## config.mk

```make
export PLATFORM = sky130hd
export DESIGN_NAME = pc_fetch_ctrl
export DESIGN_NICKNAME = d
export VERILOG_FILES = /design/src/rtl/pc_ctrl_pkg.sv /design/src/rtl/pc_fetch_ctrl_next_pc_sel.sv /design/src/rtl/pc_fetch_ctrl.sv
export SDC_FILE = /design/constraint.sdc
export NUM_CORES = 1
export LEC_CHECK = 0
export BUFFER_PORTS_ARGS = -buffer_cell sky130_fd_sc_hd__buf_2
export CAP_MARGIN = 0
export CORE_UTILIZATION = 49
export DETAILED_ROUTE_END_ITERATION = 12
export PLACE_DENSITY = 0.87
export SYNTH_ARGS = -nofsm -noshare
export SYNTH_HDL_FRONTEND = slang
export SYNTH_SLANG_ARGS = --single-unit
```

## constraint.sdc

```tcl
create_clock -name clk_in -period 5.1 [get_ports clk_in]
set_input_delay 1.53 -clock clk_in [delete_from_list [all_inputs] [get_ports clk_in]]
set_output_delay 1.53 -clock clk_in [all_outputs]
set_load 0.02 [all_outputs]
```

## src/rtl/pc_ctrl_pkg.sv

```systemverilog
// Shared types and helpers for the fetch controller: FSM states, redirect
// source encoding (numeric order is priority order) and word alignment.
package pc_ctrl_pkg;

  localparam int XLEN                = 32;
  localparam int INSTR_BYTES_DEFAULT = 4;

  typedef enum logic [1:0] {
    ST_RESET = 2'd0,
    ST_REQ   = 2'd1,
    ST_VALID = 2'd2
  } fetch_state_t;

  // Larger code means higher priority: trap > mret > branch > none.
  typedef enum logic [1:0] {
    SRC_NONE   = 2'd0,
    SRC_BRANCH = 2'd1,
    SRC_MRET   = 2'd2,
    SRC_TRAP   = 2'd3
  } redirect_src_t;

  // True when redirect source a strictly outranks source b.
  function automatic logic src_outranks(input redirect_src_t a, input redirect_src_t b);
    return logic'(a > b);
  endfunction

  // Redirect targets are always word aligned; low two bits are dropped.
  function automatic logic [XLEN-1:0] align_word(input logic [XLEN-1:0] addr);
    return {addr[XLEN-1:2], 2'b00};
  endfunction

endpackage

```

## src/rtl/pc_fetch_ctrl_next_pc_sel.sv

```systemverilog
// Combinational next-PC selection: picks the highest-priority redirect
// arriving this cycle, arbitrates it against any pending redirect, and
// provides the sequential successor of the current PC.
import pc_ctrl_pkg::*;

module next_pc_sel #(
  parameter int INSTR_BYTES = INSTR_BYTES_DEFAULT
) (
  input  logic [XLEN-1:0] pc,
  input  logic            branch_taken,
  input  logic [XLEN-1:0] branch_target,
  input  logic            trap,
  input  logic [XLEN-1:0] trap_vector,
  input  logic            mret,
  input  logic [XLEN-1:0] epc,
  input  logic            pend_valid,
  input  redirect_src_t   pend_src,
  input  logic [XLEN-1:0] pend_addr,
  output logic [XLEN-1:0] seq_pc,
  output redirect_src_t   new_src,
  output logic [XLEN-1:0] new_target,
  output logic            new_misaligned,
  output logic            new_wins,
  output logic            sel_valid,
  output logic [XLEN-1:0] sel_target
);

  logic [XLEN-1:0] raw_target;
  redirect_src_t   pend_rank;

  // Fixed-priority pick among the redirect requests arriving this cycle.
  always_comb begin
    new_src    = SRC_NONE;
    raw_target = '0;
    if (trap) begin
      new_src    = SRC_TRAP;
      raw_target = trap_vector;
    end else if (mret) begin
      new_src    = SRC_MRET;
      raw_target = epc;
    end else if (branch_taken) begin
      new_src    = SRC_BRANCH;
      raw_target = branch_target;
    end
  end

  assign pend_rank      = pend_valid ? pend_src : SRC_NONE;
  assign new_target     = align_word(raw_target);
  assign new_misaligned = (new_src != SRC_NONE) && (raw_target[1:0] != 2'b00);
  // An equal-priority arrival does not replace what is already pending.
  assign new_wins       = src_outranks(new_src, pend_rank);
  assign sel_valid      = new_wins || pend_valid;
  assign sel_target     = new_wins ? new_target : pend_addr;
  assign seq_pc         = pc + XLEN'(INSTR_BYTES);

endmodule

```

## src/rtl/pc_fetch_ctrl.sv

```systemverilog
// Program counter sequencer and instruction fetch handshake. Issues one
// fetch at a time, registers the returned word and presents it downstream,
// folding in branch / trap / mret redirects that may arrive mid-fetch.
import pc_ctrl_pkg::*;

module pc_fetch_ctrl #(
  parameter logic [31:0] BOOT_ADDRESS = 32'h0000_0000,
  parameter int          INSTR_BYTES  = INSTR_BYTES_DEFAULT
) (
  input  logic        clk_in,
  input  logic        rst_in,
  input  logic        stall_in,
  input  logic        branch_taken_in,
  input  logic [31:0] branch_target_in,
  input  logic        trap_in,
  input  logic [31:0] trap_vector_in,
  input  logic        mret_in,
  input  logic [31:0] epc_in,
  input  logic        imem_ack_in,
  input  logic [31:0] imem_rdata_in,
  output logic        imem_req_out,
  output logic [31:0] imem_addr_out,
  output logic [31:0] pc_out,
  output logic [31:0] instr_out,
  output logic        instr_valid_out,
  output logic        misaligned_out
);

  fetch_state_t    state_reg;
  logic [XLEN-1:0] pc_reg;
  logic [XLEN-1:0] instr_reg;
  logic            req_reg;
  logic            valid_reg;
  logic            misaligned_reg;
  logic            pend_valid_reg;
  redirect_src_t   pend_src_reg;
  logic [XLEN-1:0] pend_addr_reg;

  logic [XLEN-1:0] seq_pc;
  redirect_src_t   new_src;
  logic [XLEN-1:0] new_target;
  logic            new_misaligned;
  logic            new_wins;
  logic            sel_valid;
  logic [XLEN-1:0] sel_target;

  next_pc_sel #(
    .INSTR_BYTES (INSTR_BYTES)
  ) u_next_pc_sel (
    .pc             (pc_reg),
    .branch_taken   (branch_taken_in),
    .branch_target  (branch_target_in),
    .trap           (trap_in),
    .trap_vector    (trap_vector_in),
    .mret           (mret_in),
    .epc            (epc_in),
    .pend_valid     (pend_valid_reg),
    .pend_src       (pend_src_reg),
    .pend_addr      (pend_addr_reg),
    .seq_pc         (seq_pc),
    .new_src        (new_src),
    .new_target     (new_target),
    .new_misaligned (new_misaligned),
    .new_wins       (new_wins),
    .sel_valid      (sel_valid),
    .sel_target     (sel_target)
  );

  // Fetch FSM: every output is a register so downstream sees clean levels.
  always_ff @(posedge clk_in) begin
    if (rst_in) begin
      state_reg      <= ST_RESET;
      pc_reg         <= BOOT_ADDRESS;
      instr_reg      <= '0;
      req_reg        <= 1'b0;
      valid_reg      <= 1'b0;
      misaligned_reg <= 1'b0;
      pend_valid_reg <= 1'b0;
      pend_src_reg   <= SRC_NONE;
      pend_addr_reg  <= '0;
    end else begin
      misaligned_reg <= 1'b0;
      case (state_reg)
        // One idle cycle after reset; redirects here are not accepted.
        ST_RESET: begin
          state_reg <= ST_REQ;
          req_reg   <= 1'b1;
          valid_reg <= 1'b0;
        end

        // Address held until ack; redirects are collected as pending and
        // applied when the outstanding fetch completes (its data dropped).
        ST_REQ: begin
          if (imem_ack_in) begin
            if (sel_valid) begin
              pc_reg         <= sel_target;
              misaligned_reg <= new_wins && new_misaligned;
              pend_valid_reg <= 1'b0;
              pend_src_reg   <= SRC_NONE;
            end else begin
              instr_reg <= imem_rdata_in;
              state_reg <= ST_VALID;
              req_reg   <= 1'b0;
              valid_reg <= 1'b1;
            end
          end else if (new_wins) begin
            pend_valid_reg <= 1'b1;
            pend_src_reg   <= new_src;
            pend_addr_reg  <= new_target;
            misaligned_reg <= new_misaligned;
          end
        end

        // Instruction presented; a redirect drops it, stall holds it.
        ST_VALID: begin
          if (new_src != SRC_NONE) begin
            pc_reg         <= new_target;
            misaligned_reg <= new_misaligned;
            state_reg      <= ST_REQ;
            req_reg        <= 1'b1;
            valid_reg      <= 1'b0;
          end else if (!stall_in) begin
            pc_reg    <= seq_pc;
            state_reg <= ST_REQ;
            req_reg   <= 1'b1;
            valid_reg <= 1'b0;
          end
        end

        default: begin
          state_reg <= ST_RESET;
          req_reg   <= 1'b0;
          valid_reg <= 1'b0;
        end
      endcase
    end
  end

  assign imem_req_out    = req_reg;
  assign imem_addr_out   = pc_reg;
  assign pc_out          = pc_reg;
  assign instr_out       = instr_reg;
  assign instr_valid_out = valid_reg;
  assign misaligned_out  = misaligned_reg;

endmodule

```

## Word level (Yosys, flattened, before mapping)

Index checks and enable logic that the tools add are counted.
W data, S select, Z words.

| cells by class | value |
|---|---|
| $mul | 0 |
| eq/ne operators | 7 |
| muxes and demuxes | 39 |
| magnitude comparators | 1 |
| div/mod/pow operators | 0 |
| shift operators | 0 |
| bitwise gates (word level) | 2 |
| add/subtract/negate cells | 1 |
| reductions and logical operators | 13 |

Operator list:

| kind | number |
|---|---|
| $mux W32 | 8 |
| $pmux W32 S2 | 1 |
| $add A32 B3 Y32 const B | 1 |
| $mux W2 | 10 |
| $mux W1 | 16 |
| $reduce_and A3 Y1 | 3 |
| $reduce_bool A2 Y1 | 4 |
| $ne A2 B2 Y1 const B | 3 |
| $pmux W2 S3 | 1 |
| $pmux W1 S2 | 2 |
| $reduce_and A4 Y1 | 1 |
| $ne A3 B3 Y1 const B | 1 |
| $pmux W1 S3 | 1 |
| $eq A2 B1 Y1 const B | 1 |
| $eq A2 B2 Y1 const B | 1 |
| $gt A2 B2 Y1 | 1 |
| $logic_and A1 B1 Y1 | 2 |
| $logic_not A2 Y1 | 1 |
| $ne A2 B1 Y1 const B | 1 |
| $not A1 Y1 | 2 |
| $reduce_and A2 Y1 | 1 |
| $logic_or A1 B1 Y1 | 1 |

| word-level totals | value |
|---|---|
| input port bits | 135 |
| bits in latches | 0 |
| bits in registers | 104 |
| ROM bits | 0 |
| RAM bits | 0 |
| output and inout bits | 99 |
| logic and storage cells | 72 |
| memories kept | 0 |

## Longest topological paths before layout

Gate-level depths: netlist of run 1.

| depth | value |
|---|---|
| word-level depth | 9 |
| mapped depth | 12 |
| mapped depth without buffers | 8 |

## Cells and area by module

Synthesis of run 1 repeated with hierarchy kept, for this count alone.

| second synthesis, totals | value |
|---|---|
| cell total of the unflattened synthesis | 810 |
| area, all modules | 6271.0 um^2 |

By module, submodules not included:

| module | area each (um^2) | cells each | seq. area each (um^2) | times used |
|---|---|---|---|---|
| pc_fetch_ctrl | 4620.7 | 562 | 2042.0 | 1 |
| next_pc_sel | 1650.3 | 248 | 0.0 | 1 |

## Least setup slack after synthesis of run 1

No wires, ideal clock.

| timing | value |
|---|---|
| path type | input port to flip-flop |
| from | in trap_in |
| to | reg pc_reg[26], in the netlist imem_addr_out[26] |
| library setup time | 0.117 ns |
| cell stages on the path | 11 |
| data arrival time | 3.986 ns |
| required time | 4.983 ns |
| path buffers | 4 |
| slack | 0.997 ns |
| cell sequence | clkbuf_1 > clkbuf_1 > clkbuf_1 > nor2_1 > ha_1 > and3b_1 > a21oi_2 > buf_2 > mux2i_1 > o31ai_1 > a32o_1 |

| on the way | value |
|---|---|
| longest elaborated chain between the ends | 6 |
| elaborated cells on any way between the ends | 13 |
| those cells by class | order compare: 1; eq/ne: 2; mux: 7; reduce/logical: 3 |

Ends and longest elaborated chain:

| what | line | text |
|---|---|---|
| from (decl) | pc_fetch_ctrl.sv:15 | `input logic trap_in,` |
| $mux W2 | pc_fetch_ctrl_next_pc_sel.sv:35 | `if (trap) begin` |
| $gt A2 B2 Y1 | pc_ctrl_pkg.sv:24 | `return logic'(a > b);` |
| $mux W32 | - |  |
| $mux W32 | pc_fetch_ctrl.sv:95 | `if (sel_valid) begin` |
| $mux W32 | pc_fetch_ctrl.sv:94 | `if (imem_ack_in) begin` |
| $pmux W32 S2 | pc_fetch_ctrl.sv:83 | `case (state_reg)` |
| to (signal assigned) | pc_fetch_ctrl.sv:96 | `pc_reg <= sel_target;` |
| to (signal assigned) | pc_fetch_ctrl.sv:117 | `pc_reg <= new_target;` |
| to (signal assigned) | pc_fetch_ctrl.sv:123 | `pc_reg <= seq_pc;` |
| to (decl) | pc_fetch_ctrl.sv:30 | `logic [XLEN-1:0] pc_reg;` |

Several ways; a longest one is shown, not always the timed one. The select of a mux whose other input is x is not followed.
A chain may end at the register's enable or synchronous reset.

## Worst setup path after layout of run 1

| timing | value |
|---|---|
| from | in trap_in |
| to | reg pc_reg[29], in the netlist imem_addr_out[29] |

Same word-level chain as after synthesis.

==> results of run 1 <==
-- power groups by stage --
stage               clock network (mW)  logic [mW]  registers (mW)
floorplan                            0       0.339           0.979
global placement                     0       0.535           0.943
detailed placement                   0       0.541           0.945
CTS                              0.697       0.543           0.927
global route                     0.733       0.602           0.939
finish                           0.691       0.548           0.929
-- stage by stage --
| stage | util [%] | instances |
|---|---|---|
| 4_1_cts | 61.65 | 1076 |
| 3_5_place_dp | 59.09 | 1061 |
| 6_report | 61.65 | 1076 |
| 5_1_grt | 61.65 | 1076 |
| 2_1_floorplan | - | 753 |
| 3_3_place_gp | 59.09 | 1061 |
-- synth_stat cells (11+ instances only) --
master	number	area (um2)
sky130_fd_sc_hd__nand3b_1	20	150.1
sky130_fd_sc_hd__inv_1	12	45.04
sky130_fd_sc_hd__o21ai_0	39	195.2
sky130_fd_sc_hd__a32o_1	11	110.1
sky130_fd_sc_hd__buf_4	32	240.2
sky130_fd_sc_hd__nor2_1	29	108.9
sky130_fd_sc_hd__nand2_1	158	593.1
sky130_fd_sc_hd__a22oi_1	11	82.58
sky130_fd_sc_hd__clkbuf_1	45	168.9
sky130_fd_sc_hd__a2bb2oi_1	15	131.4
sky130_fd_sc_hd__dfxtp_1	102	2042
sky130_fd_sc_hd__a21oi_1	107	535.5
sky130_fd_sc_hd__mux2i_1	12	120.1
sky130_fd_sc_hd__nand3_1	20	100.1
-- layer usage --
layer | share of wire, % | global-route usage, % | routed length [um]
met3 | 9.3 | 6.878 | 1616
met5 | 0 | 0 | 0
met1 | 42 | 37.37 | 7234
met2 | 46 | 45.27 | 7942
met4 | 2.9 | 12.22 | 509
-- how the worst max path moves through the flow --
stage	endpoint	from	slack, ps	cells past startpoint
after floorplan	imem_addr_out[26]	trap_in	1000	11
after global placement	imem_addr_out[29]	trap_in	860	9
after detailed placement	imem_addr_out[29]	trap_in	780	9
after CTS	imem_addr_out[29]	trap_in	1140	9
after global routing	imem_addr_out[21]	trap_in	920	9
final	imem_addr_out[29]	trap_in	1100	9
-- logic make-up (layout without fill, tap and decap cells) --
family / count (synthesis) / count (layout) / share of synthesized area, %
mux: 16 / 16 / 2.878
fa+ha+maj: 6 / 6 / 1.308
xor+xnor: 4 / 4 / 0.6105
simple gates: 286 / 286 / 23.89
flops: 102 / 102 / 35.58
buf+inv: 95 / 275 / 8.633
compound gates: 244 / 244 / 27.10
-- worst min-delay path, cell delays in order (launching register included) --
cell                      delay (ps)
sky130_fd_sc_hd__dfxtp_1         310
sky130_fd_sc_hd__nand2_1          50
sky130_fd_sc_hd__a21oi_1          50
-- cell usage in the layout, fill, tap and decap left out, types with 3 or more instances in the layout --
master                      count
sky130_fd_sc_hd__o211ai_1       6
sky130_fd_sc_hd__nor2_1        29
sky130_fd_sc_hd__o31a_1         3
sky130_fd_sc_hd__dfxtp_1      102
sky130_fd_sc_hd__and2_1         4
sky130_fd_sc_hd__a31oi_1        7
sky130_fd_sc_hd__o21a_1         3
sky130_fd_sc_hd__or3_1          3
sky130_fd_sc_hd__a2bb2oi_1     15
sky130_fd_sc_hd__buf_2        233
sky130_fd_sc_hd__nand3b_1      20
sky130_fd_sc_hd__o32ai_1        3
sky130_fd_sc_hd__and4_1         3
sky130_fd_sc_hd__a21oi_1      107
sky130_fd_sc_hd__nand2b_1       6
sky130_fd_sc_hd__ha_1           6
sky130_fd_sc_hd__nand3_1       20
sky130_fd_sc_hd__nor3_1         6
sky130_fd_sc_hd__nand4_1        9
sky130_fd_sc_hd__o31ai_1        4
sky130_fd_sc_hd__o22ai_1        4
sky130_fd_sc_hd__a22oi_1       11
sky130_fd_sc_hd__nand2_1      158
sky130_fd_sc_hd__clkbuf_16      9
sky130_fd_sc_hd__nor4_1         5
sky130_fd_sc_hd__inv_1         12
sky130_fd_sc_hd__buf_4         14
sky130_fd_sc_hd__and3_1         4
sky130_fd_sc_hd__a221oi_1       9
sky130_fd_sc_hd__a32o_1        11
sky130_fd_sc_hd__mux2i_1       12
sky130_fd_sc_hd__nor2b_1        6
sky130_fd_sc_hd__a21o_1         3
sky130_fd_sc_hd__o21ai_0       39
sky130_fd_sc_hd__mux2_2         4
-- area by class of cell --
cell class	count	area share (%)
Clock buffer	12	3.502
Clock inverter	3	0.6399
Inverter	13	0.6932
Multi-Input combinational cell	556	45.56
Sequential cell	102	29.01
Tap cell	143	2.542
Timing Repair Buffer	247	18.06
==> results.md, run 1 <==
Floorplanning:
- From bottom edge to top edge, the die measures 110.2 um.
- The starting density of the core is 50.26%.
- The area of the placeable core is 11,420 um2.
- The number of core rows is 39.
- 234 I/O pins were placed.
- The floorplan step set the die width to 110.2 um.
- The die covers 12,150 um2.

Hold path:
- The path type of the worst min-delay path is register to register.
- The startpoint identified for the worst hold timing path is instr_out[8].
- Counting instances, the worst hold path has a depth of 2.
- For hold timing, the worst endpoint is instr_out[8].

Detailed routing:
- The first routing iteration left 641 violations.
- The detailed router placed 6,290 vias in this run.
- The post-route DRC violation count is 0.
- The first-pass detailed-route iteration total is 5.
- The wire length per cell after detailed routing is 16.08 um.
- The total length of routed wires is 17,300 um.
- The detail route stage leaves a number of antenna-violating nets equal to 0.
- After detailed routing, the number of vias per cell comes to 5.846.

Cells and area:
- The multi-input gate area in the final layout is 3207 um2.
- Summing all flip-flop and latch instances after layout gives 2042 um2.
- Relative to the synthesized area, the layout overhead comes to 22.65%.
- The cell area after layout is 7039 um2.
- The fraction of final layout cells sized beyond drive strength 1 is 30.23%.
- The number of nets in the layout is 1,070.
- The number of antenna diodes in the final layout is 0.
- The final-layout fill cell count is 1,044.

Clock network:
- The clock net in this run drives a total of 102 sinks.
- The number of resized instances in the post-cts repair step is 0.
- The clock tree synthesis step divided the H-tree into 3 levels.
- The buffers inserted during post-CTS setup optimization is 0.
- The clock root buffer is sky130_fd_sc_hd__clkbuf_16.
- The post-cts hold buffer count is 0.
- The CTS tree is yes.
- Counting along the longest clock path gives a buffer depth of 2.
- Clock-pin slew was measured on the worst setup and hold paths at 70 ps.
- The clock latency on the worst-skew pair is 350 ps.
- The TritonCTS buffer count is 9.

Pwr:
- Internal power comes to 1.454 mW.
- Summing internal, switching and leakage power gives 2.168 mW.
- The clock network is responsible for 31.9% of the overall power.
- For this design the total switching power over the nets is 0.7141 mW.
- Of the total power, the share spent switching nets is 32.94%.
- The leakage dissipation is 3.009 nW.
- The share of power burned in registers is 42.8%.
- The worst-case IR drop observed on VDD is 0.0002045 V.
- Combinational logic is responsible for 25.3% of the overall power.
- The power density over the cells is 308.0 nW/um2.

Critical path:
- At the worst endpoint, the required time is 5340 ps.
- The endpoint class of the critical path is a register.
- Setup slack on the worst reg-to-reg path comes out at 2610 ps.
- The worst setup path is launched from an input port.
- The worst setup path is of the input port to register kind.
- In this run the worst path has a maximum fanout of 48.
- The largest individual stage delay along the critical path comes from the cell sky130_fd_sc_hd__buf_2.
- The largest single stage delay on the critical path is 620 ps.
- The beginning of the worst register-to-register path is imem_addr_out[10].
- The largest delay contributor family on the critical path is buffers and inverters.
- The critical path arrival is 4250 ps.
- The number of buffers and inverters on the critical path is 2.
- The endpoint of the most critical register-to-register path is imem_addr_out[28].
- Traced cell by cell, the critical path runs through buf_2 > or2_2 > ha_1 > and3b_1 > a21oi_2 > buf_4 > mux2_2 > a31o_2 > a32o_1.
- Measured in cells, the most critical reg-to-reg path has a length of 5.

Yosys:
- The async set-or-reset flop fraction in the synthesized netlist is 0%.
- The netlist uses 65 different library cells.
- Yosys mapped a number of flops with a built-in enable equal to 0.
- The sequential-to-total area share from yosys stat is 35.58%.
- The post-synthesis instance total is 753.
- The net count after synthesis is 894.
- In the synthesized netlist the dominant register cell turns out to be sky130_fd_sc_hd__dfxtp_1.
- The count of warnings emitted by yosys is 0.
- The area of the mapped netlist is 5739 um2.
- After synthesis the netlist holds a flip-flop and latch count of 102.
- The per-instance average area after synthesis is 7.622 um2.

STA:
- Of the available clock period, the critical path in the final layout requires 78.52%.
- Setup violations remaining at the end of the flow were counted as 0.
- Derived from the worst setup path, the maximum achievable clock frequency is 0.2497 GHz.
- The worst-case hold slack is 452.6 ps.
- The transition time of the tightest slew-check pin is 836.5 ps.
- Setup repair after global routing left no endpoint under its margin.
- The number of hold violations in the final report is 0.
- The max-slew violation count is 0.
- After layout, the minimum clock period comes to 4004 ps.
- The setup slack after layout is 1096 ps.
- The final sum of negative setup slack is 0 ps.
- The worst max-slew margin expressed relative to the limit is 44.03%.
- The post-route clock skew is 9.005 ps.

Place:
- After detailed placement, the total cell area comes to 6748 um2.
- The count of buffers added on input and output ports is 233.
- The HPWL after detailed placement is 12,470 um.
- The congestion estimate from routability-driven global placement came to 0.9329.
- The post-place setup slack is 778.3 ps.

GRT:
- Global routing consumed, over all layers together, 28.68% of the routing resources.
- The initial antenna violation count is 0.
- The first global-routing pass estimated 26,980 um of wire.
- Entering global routing, the biggest net connects 49 pins.
- Summed over all layers, the global routing overflow is 0.
- The via count of the first global-routing pass is 5,469.

Run:
- The tool flagged a number of max-cap violations equal to 0.

Outcome:
- The run finished with clean final reports.
Power figures use the tool's default switching activity.
==> run 2, diff against run 1 <==
clock period = 3.8 ns   (was 5.1 ns; I/O delays follow)
==> results.md, run 2 (synthesis gave the netlist of run 1 again) <==
Pwr:
- The leakage dissipation came to 3.044 nW (was 3.009 nW).
- The part of the total power dissipated in combinational logic was 25.5% (was 25.3%).
- The part of the power in the clock network was 32.0% (was 31.9%).
- The fraction of power spent switching nets is 33.42% (was 32.94%).
- The share of power burned in registers is 42.5% (was 42.8%).
- The power density over the cells is 413.1 nW/um2 (was 308.0 nW/um2).
- The design internal power was 1.949 mW (was 1.454 mW).
- The peak supply drop came to 0.0002692 V (was 0.0002045 V).
- The net switching power is 0.9785 mW (was 0.7141 mW).

STA:
- Of the available clock period, the critical path in the final layout requires 82.81%.
- Subtracting the final worst setup slack from the clock period gives 3147 ps.
- RSZ-0062 raised after global routing: false (unchanged).
- The post-route clock skew was 11.17 ps (was 9.005 ps).
- The number of setup violations in the final report is 0 (unchanged).
- The max-slew violation count was 0 (unchanged).
- The upper clock frequency limit is 0.3178 GHz.
- The transition time of the tightest slew-check pin is 810.9 ps (was 836.5 ps).
- The worst max-slew margin expressed relative to the limit came to 45.74% (was 44.03%).
- The final sum of negative setup slack came to 0 ps (unchanged).
- The number of hold violations in the final report was 0 (unchanged).

Cells and area:
- The filler-free cell count of the finished design was 1,081 (was 1,076).
- The diode insertion count for antenna repair was 0 (unchanged).
- Commonest cells after routing, fill and taps aside: 233 x sky130_fd_sc_hd__buf_2, 158 x sky130_fd_sc_hd__nand2_1, 107 x sky130_fd_sc_hd__a21oi_1 (unchanged).
- The leading cell type in the layout, fill and taps excluded is sky130_fd_sc_hd__buf_2 (unchanged).
- The multi-input gate area in the final layout came to 3207 um2 (unchanged).
- The final-layout fill cell count is 1,052 (was 1,044).
- The register area is 2042 um2 (unchanged).
- The fraction of final layout cells sized beyond drive strength 1 is 30.70% (was 30.23%).
- The number of nets in the layout is 1,074 (was 1,070).
- The area growth from synthesis to layout is 23.50% (was 22.65%).

Floorplanning:
- The number of core rows is 39 (unchanged).
- The area of the placeable core came to 11,420 um2 (unchanged).
- The number of ports placed on the die boundary came to 234 (unchanged).
- The floorplan die width is 110.2 um (unchanged).
- The area of the die is 12,150 um2 (unchanged).
- The starting density of the core is 50.26% (unchanged).
- The die height is 110.2 um (unchanged).

Clock network:
- The clock latency on the worst-skew pair is 340 ps (was 350 ps).
- The post-cts hold buffer count is 0 (unchanged).
- The TritonCTS sink count is 102 (unchanged).
- The CTS tree is yes (unchanged).
- The buffers inserted during post-CTS setup optimization is 0 (unchanged).
- The clock root buffer is sky130_fd_sc_hd__clkbuf_16 (unchanged).
- The maximum level of the CTS H-tree is 3 (unchanged).
- The number of resized instances in the post-cts repair step is 0 (unchanged).
- The clock transition at the register clock pins on the worst setup and hold paths after CTS was 70 ps (about the same).
- The worst-case clock buffer depth is 2 (unchanged).
- The TritonCTS buffer count is 9 (unchanged).

Place:
- The total instance count after detailed placement came to 1,065 (was 1,061).
- The weighted congestion at the end of routability-driven global placement is 0.8935 (was 0.9329).
- The HPWL after detailed placement came to 12,590 um (was 12,470 um).
- The number of I/O port buffers is 233 (unchanged).

GRT:
- The via count of the first global-routing pass is 5,504 (was 5,469).
- The pin count of the biggest net entering global routing is 47 (was 49).
- The first-pass GRT wire length is 26,920 um (was 26,980 um).
- The total track usage is 28.42% (was 28.68%).
- The initial antenna violation count is 1 (was 0).
- The total overflow reported by the global router is 0 (unchanged).

Detailed routing:
- The total length of routed wires came to 17,400 um (was 17,300 um).
- The antenna violation net count after detailed routing is 0 (unchanged).
- The post-route DRC violation count came to 0 (unchanged).
- The first-pass detailed-route iteration total came to 5 (unchanged).
- The wire length per cell after detailed routing was 16.10 um (was 16.08 um).
- The number of violations reported at the end of detailed-routing iteration 0 came to 468 (was 641).
- The number of vias per cell after detailed routing was 5.785 (was 5.846).
- The number of vias in the routed layout is 6,254 (was 6,290).

Critical path:
- Worst path cell trace: buf_2 > or2_2 > ha_1 > nor2b_1 > o21a_1 > or3b_2 > nand2_1 > a21oi_1 (was buf_2 > or2_2 > ha_1 > and3b_1 > a21oi_2 > buf_4 > mux2_2 > a31o_2 > a32o_1).
- The data required time at the worst endpoint was 4020 ps (was 5340 ps).
- The endpoint class of the critical path is a register (unchanged).
- The buffers plus inverters on the worst setup path is 1 (was 2).
- The biggest cell delay along the critical path is 770 ps (was 620 ps).
- The highest-delay cell along the critical path is sky130_fd_sc_hd__or3b_2 (was sky130_fd_sc_hd__buf_2).
- The worst-path maximum fanout is 32 (was 48).
- The element type at the critical path start is an input port (unchanged).
- The critical path arrival came to 3370 ps (was 4250 ps).
- The type of the worst setup path is input port to register (unchanged).
- The largest delay contributor family on the critical path is simple AND/OR/NAND/NOR gates (was buffers and inverters).

Outcome:
- Run status: finished clean (unchanged).

Run:
- The max-capacitance violation count came to 0 (unchanged).

Hold path:
- The path type of the worst min-delay path is register to register (unchanged).
run 2: area by class of cell:
| type | count | share of cell area [%] |
|---|---|---|
| well taps | 143 | 2.524 |
| multi-input cells | 556 | 45.24 |
| inverters | 13 | 0.6884 |
| flip-flops and latches | 102 | 28.81 |
| clock buffers | 10 | 3.230 |
| repair buffers | 251 | 18.53 |
| clock inverters | 6 | 0.9709 |
run 2: path summary, 6_finish.rpt:
| check | slack, ps | cells after the start | startpoint | end |
|---|---|---|---|---|
| min reg2reg | 450 | 2 | instr_out[8] | instr_out[8] |
| max | 650 | 8 | mret_in | instr_out[26] |
| max reg2reg | 1240 | 5 | imem_addr_out[10] | imem_addr_out[26] |
| min | 450 | 2 | instr_out[8] | instr_out[8] |
run 2: per-stage QoR:
| stage | worst slack [ps] | utilization [%] | area [um2] | total power, mW | hold slack (ps) |
|---|---|---|---|---|---|
| 2_1_floorplan | 86.64 | - | 5739 | 1.769 | 431.7 |
| 3_3_place_gp | 340.7 | 59.47 | 6790 | 1.992 | 437.5 |
| 3_5_place_dp | 294.2 | 59.47 | 6790 | 2.005 | 444.6 |
| 4_1_cts | 663.3 | 62.08 | 7088 | 2.937 | 455.0 |
| 5_1_grt | 487.0 | 62.08 | 7088 | 3.068 | 468.9 |
| 6_report | 653.1 | 62.08 | 7088 | 2.928 | 452.6 |
run 2: per-layer routing:
layer  track usage (%)  wire length, um  vias up
met5                 0               13        -
met2             44.73             8024      303
met4             10.81              418        2
met1             37.61             7366     2872
li1                  -                -     3037
met3             6.820             1576       40
run 2: worst min-delay path, delay by kind of cell, from the launching register on:
| family | cells | cell delay (ps) |
|---|---|---|
| DFF | 1 | 310 |
| and+or+nand+nor | 1 | 50 |
| AOI/OAI and AO/OA | 1 | 50 |
run 2: power by group through the flow:
stage | registers [mW] | logic, mW | clock network [mW]
floorplan | 1.31 | 0.454 | 0
global placement | 1.26 | 0.728 | 0
detailed placement | 1.27 | 0.738 | 0
CTS | 1.24 | 0.742 | 0.952
global route | 1.26 | 0.819 | 0.989
finish | 1.25 | 0.746 | 0.936
